`config.mk`:
```
export PLATFORM = sky130hd
export DESIGN_NAME = vga_timing_controller
export DESIGN_NICKNAME = d
export VERILOG_FILES = /design/src/rtl/vga_timing_pkg.sv /design/src/rtl/vga_timing_axis.sv /design/src/rtl/vga_timing_controller.sv
export SDC_FILE = /design/constraint.sdc
export NUM_CORES = 1
export LEC_CHECK = 0
export CAP_MARGIN = 20
export CORE_ASPECT_RATIO = 1.5
export CORE_MARGIN = 1
export CORE_UTILIZATION = 56
export DETAILED_ROUTE_END_ITERATION = 16
export GPL_TIMING_DRIVEN = 0
export PLACE_DENSITY = 0.8
export SYNTH_ARGS = -nofsm -noshare
export SYNTH_HDL_FRONTEND = slang
export SYNTH_HIERARCHICAL = 1
export SYNTH_SLANG_ARGS = --single-unit
```
`constraint.sdc`:
```
create_clock -name control_clock -period 5.2 [get_ports control_clock]
set_input_delay 0.78 -clock control_clock [delete_from_list [all_inputs] [get_ports control_clock]]
set_output_delay 0.78 -clock control_clock [all_outputs]
set_load 0.1 [all_outputs]
```
`src/rtl/vga_timing_pkg.sv`:
```
// Shared encodings and default 1024x768 timing for the VGA timing controller.
// Both axes use the same region decode, so it lives here.
package vga_timing_pkg;

   localparam int CNT_W = 11;

   localparam int DEF_H_ACTIVE = 1024;
   localparam int DEF_H_FRONT  = 24;
   localparam int DEF_H_SYNC   = 136;
   localparam int DEF_H_BACK   = 160;
   localparam int DEF_V_ACTIVE = 768;
   localparam int DEF_V_FRONT  = 3;
   localparam int DEF_V_SYNC   = 6;
   localparam int DEF_V_BACK   = 29;

   typedef enum logic [1:0] {
      ST_IDLE         = 2'd0,
      ST_RUN          = 2'd1,
      ST_STOP_PENDING = 2'd2
   } state_t;

   typedef enum logic [1:0] {
      RG_ACTIVE = 2'd0,
      RG_FRONT  = 2'd1,
      RG_SYNC   = 2'd2,
      RG_BACK   = 2'd3
   } region_t;

   // Regions are laid out ACTIVE, FRONT, SYNC, BACK along each axis.
   function automatic region_t region_of(input logic [CNT_W-1:0] cnt,
                                         input int active, input int front, input int sync);
      region_t rg;
      if (cnt < CNT_W'(active))
         rg = RG_ACTIVE;
      else if (cnt < CNT_W'(active + front))
         rg = RG_FRONT;
      else if (cnt < CNT_W'(active + front + sync))
         rg = RG_SYNC;
      else
         rg = RG_BACK;
      return rg;
   endfunction

endpackage

```
`src/rtl/vga_timing_axis.sv`:
```
// One timing axis: wrapping counter plus region decode of the value it is about
// to take, so the parent can register outputs aligned with the counter.
module vga_timing_axis
   import vga_timing_pkg::*;
#(
   parameter int ACTIVE = DEF_H_ACTIVE,
   parameter int FRONT  = DEF_H_FRONT,
   parameter int SYNC   = DEF_H_SYNC,
   parameter int BACK   = DEF_H_BACK
) (
   input  logic             clk,
   input  logic             rst,
   input  logic             clear,
   input  logic             inc,
   output logic [CNT_W-1:0] cnt_nxt,
   output region_t          region_nxt,
   output logic             wrap
);

   localparam int TOTAL = ACTIVE + FRONT + SYNC + BACK;
   localparam logic [CNT_W-1:0] LAST = CNT_W'(TOTAL - 1);

   logic [CNT_W-1:0] cnt;

   assign wrap = (cnt == LAST);

   always_comb begin
      cnt_nxt = cnt;
      if (clear)
         cnt_nxt = '0;
      else if (inc)
         cnt_nxt = wrap ? '0 : cnt + 1'b1;
   end

   assign region_nxt = region_of(cnt_nxt, ACTIVE, FRONT, SYNC);

   always_ff @(posedge clk or posedge rst) begin
      if (rst)
         cnt <= '0;
      else
         cnt <= cnt_nxt;
   end

endmodule

```
`src/rtl/vga_timing_controller.sv`:
```
// VGA sync/blanking generator with graceful stop: dropping enable lets the
// current frame finish before returning to IDLE.
module vga_timing_controller
   import vga_timing_pkg::*;
#(
   parameter int H_ACTIVE        = DEF_H_ACTIVE,
   parameter int H_FRONT         = DEF_H_FRONT,
   parameter int H_SYNC          = DEF_H_SYNC,
   parameter int H_BACK          = DEF_H_BACK,
   parameter int V_ACTIVE        = DEF_V_ACTIVE,
   parameter int V_FRONT         = DEF_V_FRONT,
   parameter int V_SYNC          = DEF_V_SYNC,
   parameter int V_BACK          = DEF_V_BACK,
   parameter bit SYNC_ACTIVE_LOW = 1'b1
) (
   input  logic        control_clock,
   input  logic        reset,
   input  logic        enable,
   output logic        h_sync,
   output logic        v_sync,
   output logic        active_video,
   output logic [10:0] pixel_x,
   output logic [10:0] pixel_y,
   output logic        line_start,
   output logic        frame_start,
   output logic        busy
);

   localparam logic SYNC_ON  = !SYNC_ACTIVE_LOW;
   localparam logic SYNC_OFF = SYNC_ACTIVE_LOW;

   state_t           state;
   logic [CNT_W-1:0] h_nxt, v_nxt;
   region_t          h_rg, v_rg;
   logic             h_wrap, v_wrap;
   logic             frame_end, go_idle, live_nxt, cnt_clear, vis_nxt;

   assign frame_end = h_wrap && v_wrap;
   assign go_idle   = (state == ST_STOP_PENDING) && frame_end;
   // live_nxt: the controller will be outside IDLE in the coming cycle.
   assign live_nxt  = (state == ST_IDLE) ? enable : !go_idle;
   // Counters sit at 0 through IDLE and the first RUN cycle.
   assign cnt_clear = (state == ST_IDLE) || go_idle;
   assign vis_nxt   = live_nxt && (h_rg == RG_ACTIVE) && (v_rg == RG_ACTIVE);

   vga_timing_axis #(
      .ACTIVE(H_ACTIVE), .FRONT(H_FRONT), .SYNC(H_SYNC), .BACK(H_BACK)
   ) u_h_axis (
      .clk        (control_clock),
      .rst        (reset),
      .clear      (cnt_clear),
      .inc        (1'b1),
      .cnt_nxt    (h_nxt),
      .region_nxt (h_rg),
      .wrap       (h_wrap)
   );

   vga_timing_axis #(
      .ACTIVE(V_ACTIVE), .FRONT(V_FRONT), .SYNC(V_SYNC), .BACK(V_BACK)
   ) u_v_axis (
      .clk        (control_clock),
      .rst        (reset),
      .clear      (cnt_clear),
      .inc        (h_wrap),
      .cnt_nxt    (v_nxt),
      .region_nxt (v_rg),
      .wrap       (v_wrap)
   );

   always_ff @(posedge control_clock or posedge reset) begin
      if (reset) begin
         state        <= ST_IDLE;
         h_sync       <= SYNC_OFF;
         v_sync       <= SYNC_OFF;
         active_video <= 1'b0;
         pixel_x      <= '0;
         pixel_y      <= '0;
         line_start   <= 1'b0;
         frame_start  <= 1'b0;
         busy         <= 1'b0;
      end else begin
         case (state)
            ST_IDLE:         if (enable) state <= ST_RUN;
            ST_RUN:          if (!enable) state <= ST_STOP_PENDING;
            ST_STOP_PENDING: begin
               // End of frame wins over a late re-enable.
               if (frame_end)   state <= ST_IDLE;
               else if (enable) state <= ST_RUN;
            end
            default:         state <= ST_IDLE;
         endcase
         busy         <= live_nxt;
         h_sync       <= (live_nxt && h_rg == RG_SYNC) ? SYNC_ON : SYNC_OFF;
         v_sync       <= (live_nxt && v_rg == RG_SYNC) ? SYNC_ON : SYNC_OFF;
         active_video <= vis_nxt;
         pixel_x      <= vis_nxt ? h_nxt : '0;
         pixel_y      <= vis_nxt ? v_nxt : '0;
         line_start   <= live_nxt && (h_nxt == '0);
         frame_start  <= live_nxt && (h_nxt == '0) && (v_nxt == '0);
      end
   end

endmodule

```
==> Word-level counts from Yosys, hierarchy flattened <==
Index checks and enable logic that the tools add are counted.
{ "word_totals": {"input_bits": 3, "wordCells": 61, "regBits": 52} }
{ "op_classes": {"addsub": 2, "n_eq_ne": 7, "n_lt_le_gt_ge": 6, "n_reduce_logical": 15, "mux": 20} }
{ "op_table": {"columns": ["operator", "count"], "rows": [
  ["$mux 11", 7],
  ["$lt 11x10->1 const B", 3],
  ["$lt 11x11->1 const B", 3],
  ["$add 11x1->11 const B", 2],
  ["$logic_not 11->1", 2],
  ["$mux 2", 7],
  ["$eq 11x10->1 const B", 1],
  ["$eq 11x11->1 const B", 1],
  ["$logic_and 1x1->1", 8],
  ["$eq 2x2->1 const B", 3],
  ["$logic_not 2->1", 3],
  ["$pmux 2 s3", 1],
  ["$mux 1", 5],
  ["$eq 2x1->1 const B", 1],
  ["$ne 2x2->1 const B", 1],
  ["$logic_not 1->1", 1],
  ["$logic_or 1x1->1", 1]
]} }

==> Depth between registers and ports, before layout <==
{ "logic_depth": {"word_depth": 13, "depth_mapped": 15} }

==> Modules after synthesis <==
Netlist, hierarchy kept.
{ "by_module_without_submodules": {"columns": ["mod", "area_per_inst_um2", "seq_area_each_um2", "n_inst", "cells_each"], "rows": [
  ["vga_timing_controller", 1076.0, 753.2, 1, 79],
  ["vga_timing_axis at u_v_axis", 915.9, 275.3, 1, 111],
  ["vga_timing_axis at u_h_axis", 759.5, 275.3, 1, 80]
]} }

==> Least setup slack after synthesis <==
No wires, ideal clock.
{ "synth_path": {"kind": "reg2reg", "startpoint": "register u_h_axis.cnt[0]", "endpoint": "register pixel_x[8]", "path_slack_ps": 1200, "t_required_ps": 5133, "synth_period_minus_slack_ps": 4000, "arrival_time_ps": 3932, "n_path_buf": 1, "setup_time_ps": 67, "stages_incl_launch_ff": 15, "cell_sequence": "dfrtp_1 > ha_1 > and4_2 > and3_1 > nand2_1 > a21oi_1 > nor3b_1 > a211oi_1 > o311ai_1 > o22a_1 > a221o_1 > or3_1 > nor4_4 > buf_6 > and2_1"} }
{ "synth_via": {"word_cells_on_any_way": 28} }
{ "synth_lines": {"columns": ["item", "line", "source"], "rows": [
  ["start: declaration", "vga_timing_axis.sv:23", "logic [CNT_W-1:0] cnt;"],
  ["start signal: assignment", "vga_timing_axis.sv:41", "cnt <= cnt_nxt;"],
  ["$eq 11x11->1 *", "vga_timing_axis.sv:25", "assign wrap = (cnt == LAST);"],
  ["net h_wrap", "vga_timing_controller.sv:35", "logic h_wrap, v_wrap;"],
  ["$logic_and 1x1->1 *", "vga_timing_controller.sv:38", "assign frame_end = h_wrap && v_wrap;"],
  ["$logic_and 1x1->1 *", "vga_timing_controller.sv:39", "assign go_idle = (state == ST_STOP_PENDING) && frame_end;"],
  ["$logic_or 1x1->1 *", "vga_timing_controller.sv:43", "assign cnt_clear = (state == ST_IDLE) || go_idle;"],
  ["net cnt_clear", "vga_timing_controller.sv:36", "logic frame_end, go_idle, live_nxt, cnt_clear, vis_nxt;"],
  ["$mux 11 *", "vga_timing_axis.sv:29", "if (clear)"],
  ["$lt 11x10->1", "vga_timing_pkg.sv:35", "else if (cnt < CNT_W'(active + front))"],
  ["$mux 2", "vga_timing_pkg.sv:35", null],
  ["$mux 2 *", "vga_timing_pkg.sv:33", "if (cnt < CNT_W'(active))"],
  ["net v_rg[1]", "vga_timing_controller.sv:34", "region_t h_rg, v_rg;"],
  ["$logic_not 2->1 *", "vga_timing_controller.sv:44", "assign vis_nxt = live_nxt && (h_rg == RG_ACTIVE) && (v_rg == RG_ACTIVE);"],
  ["$logic_and 1x1->1 *", "vga_timing_controller.sv:44", null],
  ["$mux 11 *", "vga_timing_controller.sv:96", "pixel_x <= vis_nxt ? h_nxt : '0;"],
  ["end signal: assignment", "vga_timing_controller.sv:96", null],
  ["end: declaration", "vga_timing_controller.sv:22", "output logic [10:0] pixel_x,"]
]} }
The timed path passes the listed nets; every way through them passes the cells marked *.
A chain may end at the register's enable or synchronous reset.

==> Worst setup path after layout <==
{ "layout_path": {"startpoint": "register u_h_axis.cnt[7]", "endpoint": "register pixel_y[5]"} }
{ "layout_via": {"word_cells_on_any_way": 28} }
{ "layout_lines": {"columns": ["item", "line", "source"], "rows": [
  ["$eq 11x11->1 *", "vga_timing_axis.sv:25", null],
  ["net h_wrap", "vga_timing_controller.sv:35", null],
  ["$logic_and 1x1->1 *", "vga_timing_controller.sv:38", null],
  ["$logic_and 1x1->1 *", "vga_timing_controller.sv:39", null],
  ["$logic_or 1x1->1 *", "vga_timing_controller.sv:43", null],
  ["net cnt_clear", "vga_timing_controller.sv:36", null],
  ["$mux 11 *", "vga_timing_axis.sv:29", null],
  ["$lt 11x10->1", "vga_timing_pkg.sv:35", null],
  ["$mux 2", "vga_timing_pkg.sv:35", null],
  ["$mux 2 *", "vga_timing_pkg.sv:33", null],
  ["net v_rg[1]", "vga_timing_controller.sv:34", null],
  ["$logic_not 2->1 *", "vga_timing_controller.sv:44", null],
  ["$logic_and 1x1->1 *", "vga_timing_controller.sv:44", null],
  ["net vis_nxt", "vga_timing_controller.sv:36", null],
  ["$mux 11 *", "vga_timing_controller.sv:97", "pixel_y <= vis_nxt ? v_nxt : '0;"],
  ["end signal: assignment", "vga_timing_controller.sv:97", null],
  ["end: declaration", "vga_timing_controller.sv:23", "output logic [10:0] pixel_y,"]
]} }
Marked as above.

==> impl_metrics.json <==
{
  "status": "finished clean",
  "tritoncts": "done",
  "ys_seq_elements": 52,
  "cts-resized-gates": 0,
  "r2r_start": "u_h_axis/cnt[7]$_DFF_PP0_",
  "powerDensity_mw_per_mm2": 249.0,
  "ys_types": 62,
  "clkLatencyLatePin_ps": 300,
  "die_h_um": 87.85,
  "cts_buffer_depth": 2,
  "fin_crit_ps": 4711,
  "hold_buffers": 0,
  "p_sw_uw": 259.5,
  "antenna_found_initial": 0,
  "route.met2.wl_mm": 3.323,
  "cp-end-kind": "flop",
  "crit_slowest_cell": "a21oi_1",
  "viasPerCell": 5.812,
  "internal_power_uw": 554.7,
  "wl_per_cell_um": 15.96,
  "tns_ps": 0,
  "met3_length_um": 183,
  "rows": 30,
  "grt_overflow": 0,
  "synthMuxAreaShare": 0.007731,
  "tightest_slew_ps": 980.6,
  "setup_viol": 0,
  "clock_sinks": 52,
  "reg2reg_depth": 14,
  "synth_top_family_by_area": "simple AND/OR/NAND/NOR gates",
  "critPathMaxFanout": 13,
  "diodes": 0,
  "synth_top_flop_cell": "dfrtp_1",
  "start_kind": "flop",
  "die_w_um": 59.23,
  "clk_pin_slew_ps": 90,
  "core_area_mm2": 0.004617,
  "port-buffer-count": 30,
  "hold_path.class": "flop to flop",
  "finalCritPeriodShare": 0.9060,
  "track_usage": 0.2608,
  "grt_start_max_net_pins": 23,
  "yosys_warnings": 6,
  "drc_errors": 0,
  "maxCapViolCount": 0,
  "gp_congestion": 0.9501,
  "synthXorXnorAreaFrac": 0.03502,
  "cts_root_buffer": "clkbuf_8",
  "whs_path_depth": 1,
  "area_delta_synth_final_pct": 18.83,
  "routed_wl_mm": 6.033,
  "dp_slack_ps": 463.2,
  "cts_buffers": 5,
  "dpl.hpwl_mm": 4.722,
  "cp_num_buf_inv": 1,
  "dieArea_mm2": 0.005203,
  "p_comb_frac": 0.191,
  "fmax_mhz": 212.3,
  "syn_area_per_cell_um2": 10.19,
  "ys_seq_area_frac": 0.4739,
  "htreeDepth": 2,
  "syn_inst": 270,
  "initial_utilization": 0.5959,
  "max-slew-margin-rel": 0.3442,
  "grt_pass1_wl_mm": 9.949,
  "final_layout_size_suffix_gt1_frac": 0.1115,
  "crit_start": "u_h_axis/cnt[7]$_DFF_PP0_",
  "slew_violations": 0,
  "netlist_area_mm2": 0.002751,
  "ios": 31,
  "clockPowerShare": 0.280,
  "critical_path.max_stage_delay_ps": 780,
  "drtAntennaViolNets": 0,
  "critPathKind": "flop to flop",
  "vias": 2197,
  "leakagePower_nw": 1.449,
  "hp-start": "state[0]$_DFFE_PP0P_",
  "top_layer": "met4",
  "vdd_drop_max_mv": 0.2522,
  "final_nets": 319,
  "synthArstFlopShare": 1.000,
  "rsz0062_at_grt": "false",
  "synth_fa_ha_area_frac": 0.01364,
  "post_cts_buffers": 0,
  "synth_edf_count": 0,
  "dr.first_iter.drc_count": 124,
  "grt_pass1_vias": 2129,
  "switching_share": 0.3187,
  "layout_setup_ws_ps": 489.0,
  "wl_met1_mm": 2.223,
  "fill_cells": 366,
  "arrival_ps": 4950,
  "drt-pass1-iter-count": 4,
  "yosys.area_share.simple": 0.2910,
  "required_ps": 5440,
  "synth_compound_area_frac": 0.1337,
  "worst-path-stages": 14,
  "hold_violations": 0,
  "cp_top_family": "simple AND/OR/NAND/NOR gates",
  "clock_skew_ps": 4.671,
  "seq_power_share": 0.528,
  "path_cells": "or3b_1 > nor2_1 > and3_1 > nand2_1 > a21oi_1 > nor3b_1 > a211oi_1 > o311ai_1 > o22a_1 > a221o_1 > or3_1 > nor4_4 > buf_6 > and2_1"
}
-- per-stage QoR --
step | area, µm² | utilization | cells | hold slack (ps) | total power, mW
CTS | 3269 | 0.7081 | 378 | 524.4 | 0.8250
finish | 3269 | 0.7081 | 378 | 520.9 | 0.8142
detailed placement | 3178 | 0.6883 | 370 | 507.4 | 0.5954
floorplan | 2770 | - | 275 | 474.0 | 0.5550
global placement | 3151 | 0.6824 | 369 | 500.0 | 0.5916
global route | 3269 | 0.7081 | 378 | 547.2 | 0.8477
-- sequential cells by signal (all words and copies together) (netlist names) --
| signal | cells |
|---|---|
| u_h_axis/cnt | 11 |
| u_v_axis/cnt | 11 |
| active_video | 1 |
| pixel_x | 11 |
| v_sync | 1 |
| busy | 1 |
| line_start | 1 |
| h_sync | 1 |
| state | 2 |
| pixel_y | 11 |
| frame_start | 1 |
-- worst register-to-register path, delay by kind of cell (launching register included) --
family	cells	cell delay [ps]
simple gates	8	2040
compound gates	5	1960
flops	1	470
buf+inv	1	180
-- cells in the final DEF (no fill, tap or decap), drive strengths merged, types with 3 or more instances in the layout --
cell / instances
a211oi: 3
a21oi: 16
a31oi: 3
and2: 27
buf: 9
clkbuf: 7
clkdlybuf4s50: 30
conb: 6
dfrtp: 50
ha: 3
inv: 12
nand2: 16
nand2b: 4
nand3: 8
nand3b: 4
nand4: 8
nor2: 19
nor2b: 4
nor3: 9
nor3b: 3
nor4: 8
o21ai: 10
o31ai: 4
or3: 4
or4: 5
xnor2: 5
xor2: 6
-- cell families after synthesis --
family / Yosys count
mux: 2
xor+xnor: 11
simple gates: 128
buf+inv: 21
compound gates: 52
fa+ha+maj: 3
other cells: 1
flops: 52
-- layer usage --
metal,GRT usage,vias up
li1,-,1060
met1,0.2606,1062
met2,0.4831,55
met3,0.03988,20
met4,0.1688,0
met5,0,-
-- power groups by stage --
| stage | combinational, mW | clock (mW) | sequential (mW) |
|---|---|---|---|
| 2_1_floorplan | 0.0465 | 0 | 0.508 |
| 3_3_place_gp | 0.153 | 0 | 0.439 |
| 3_5_place_dp | 0.157 | 0 | 0.438 |
| 4_1_cts | 0.157 | 0.237 | 0.430 |
| 5_1_grt | 0.165 | 0.251 | 0.432 |
| 6_report | 0.156 | 0.228 | 0.430 |
-- cell usage after synthesis, drive strengths merged, types with 2 or more instances --
library cell | instances | area (µm²)
inv | 11 | 41.29
clkbuf | 2 | 7.510
xnor2 | 5 | 43.79
or3 | 4 | 26.28
nand3 | 8 | 40.04
o41ai | 2 | 36.29
nor2b | 4 | 25.02
nor3 | 9 | 56.31
a31oi | 3 | 18.77
nor2 | 19 | 71.32
nand4 | 8 | 80.08
o31ai | 4 | 30.03
dfrtp | 50 | 1251
nand2 | 16 | 62.56
dfstp | 2 | 52.55
a22oi | 2 | 15.01
a211oi | 3 | 22.52
nor3b | 3 | 22.52
or4 | 5 | 37.54
nand3b | 4 | 30.03
a21oi | 16 | 83.83
o21ai | 10 | 53.80
ha | 3 | 37.54
and2 | 27 | 170.2
xor2 | 6 | 52.55
nand2b | 4 | 25.02
a21boi | 2 | 15.01
nor4 | 8 | 65.06
buf | 8 | 71.31
-- cell type report --
cell class	count	area (µm²)	share of cell area
Multi-Input combinational cell	202	1346	0.4118
Sequential cell	52	1304	0.3988
Timing Repair Buffer	31	327.8	0.1003
Tap cell	64	80.08	0.02449
Buffer	10	78.83	0.02411
Clock buffer	5	68.82	0.02105
Inverter	11	41.29	0.01263
Clock inverter	3	22.52	0.006889
-- path summary, 6_finish.rpt --
kind	endpoint	slack [ps]
min in group asynchronous	pixel_x[8]$_DFF_PP0_	840
max	pixel_y[5]$_DFF_PP0_	490
min reg2reg	state[1]$_DFFE_PP0P_	520
min	state[1]$_DFFE_PP0P_	520
max reg2reg	pixel_y[5]$_DFF_PP0_	490
max in group asynchronous	v_sync$_DFF_PP1_	3830
No activity file was read; power rests on OpenSTA's default activity.
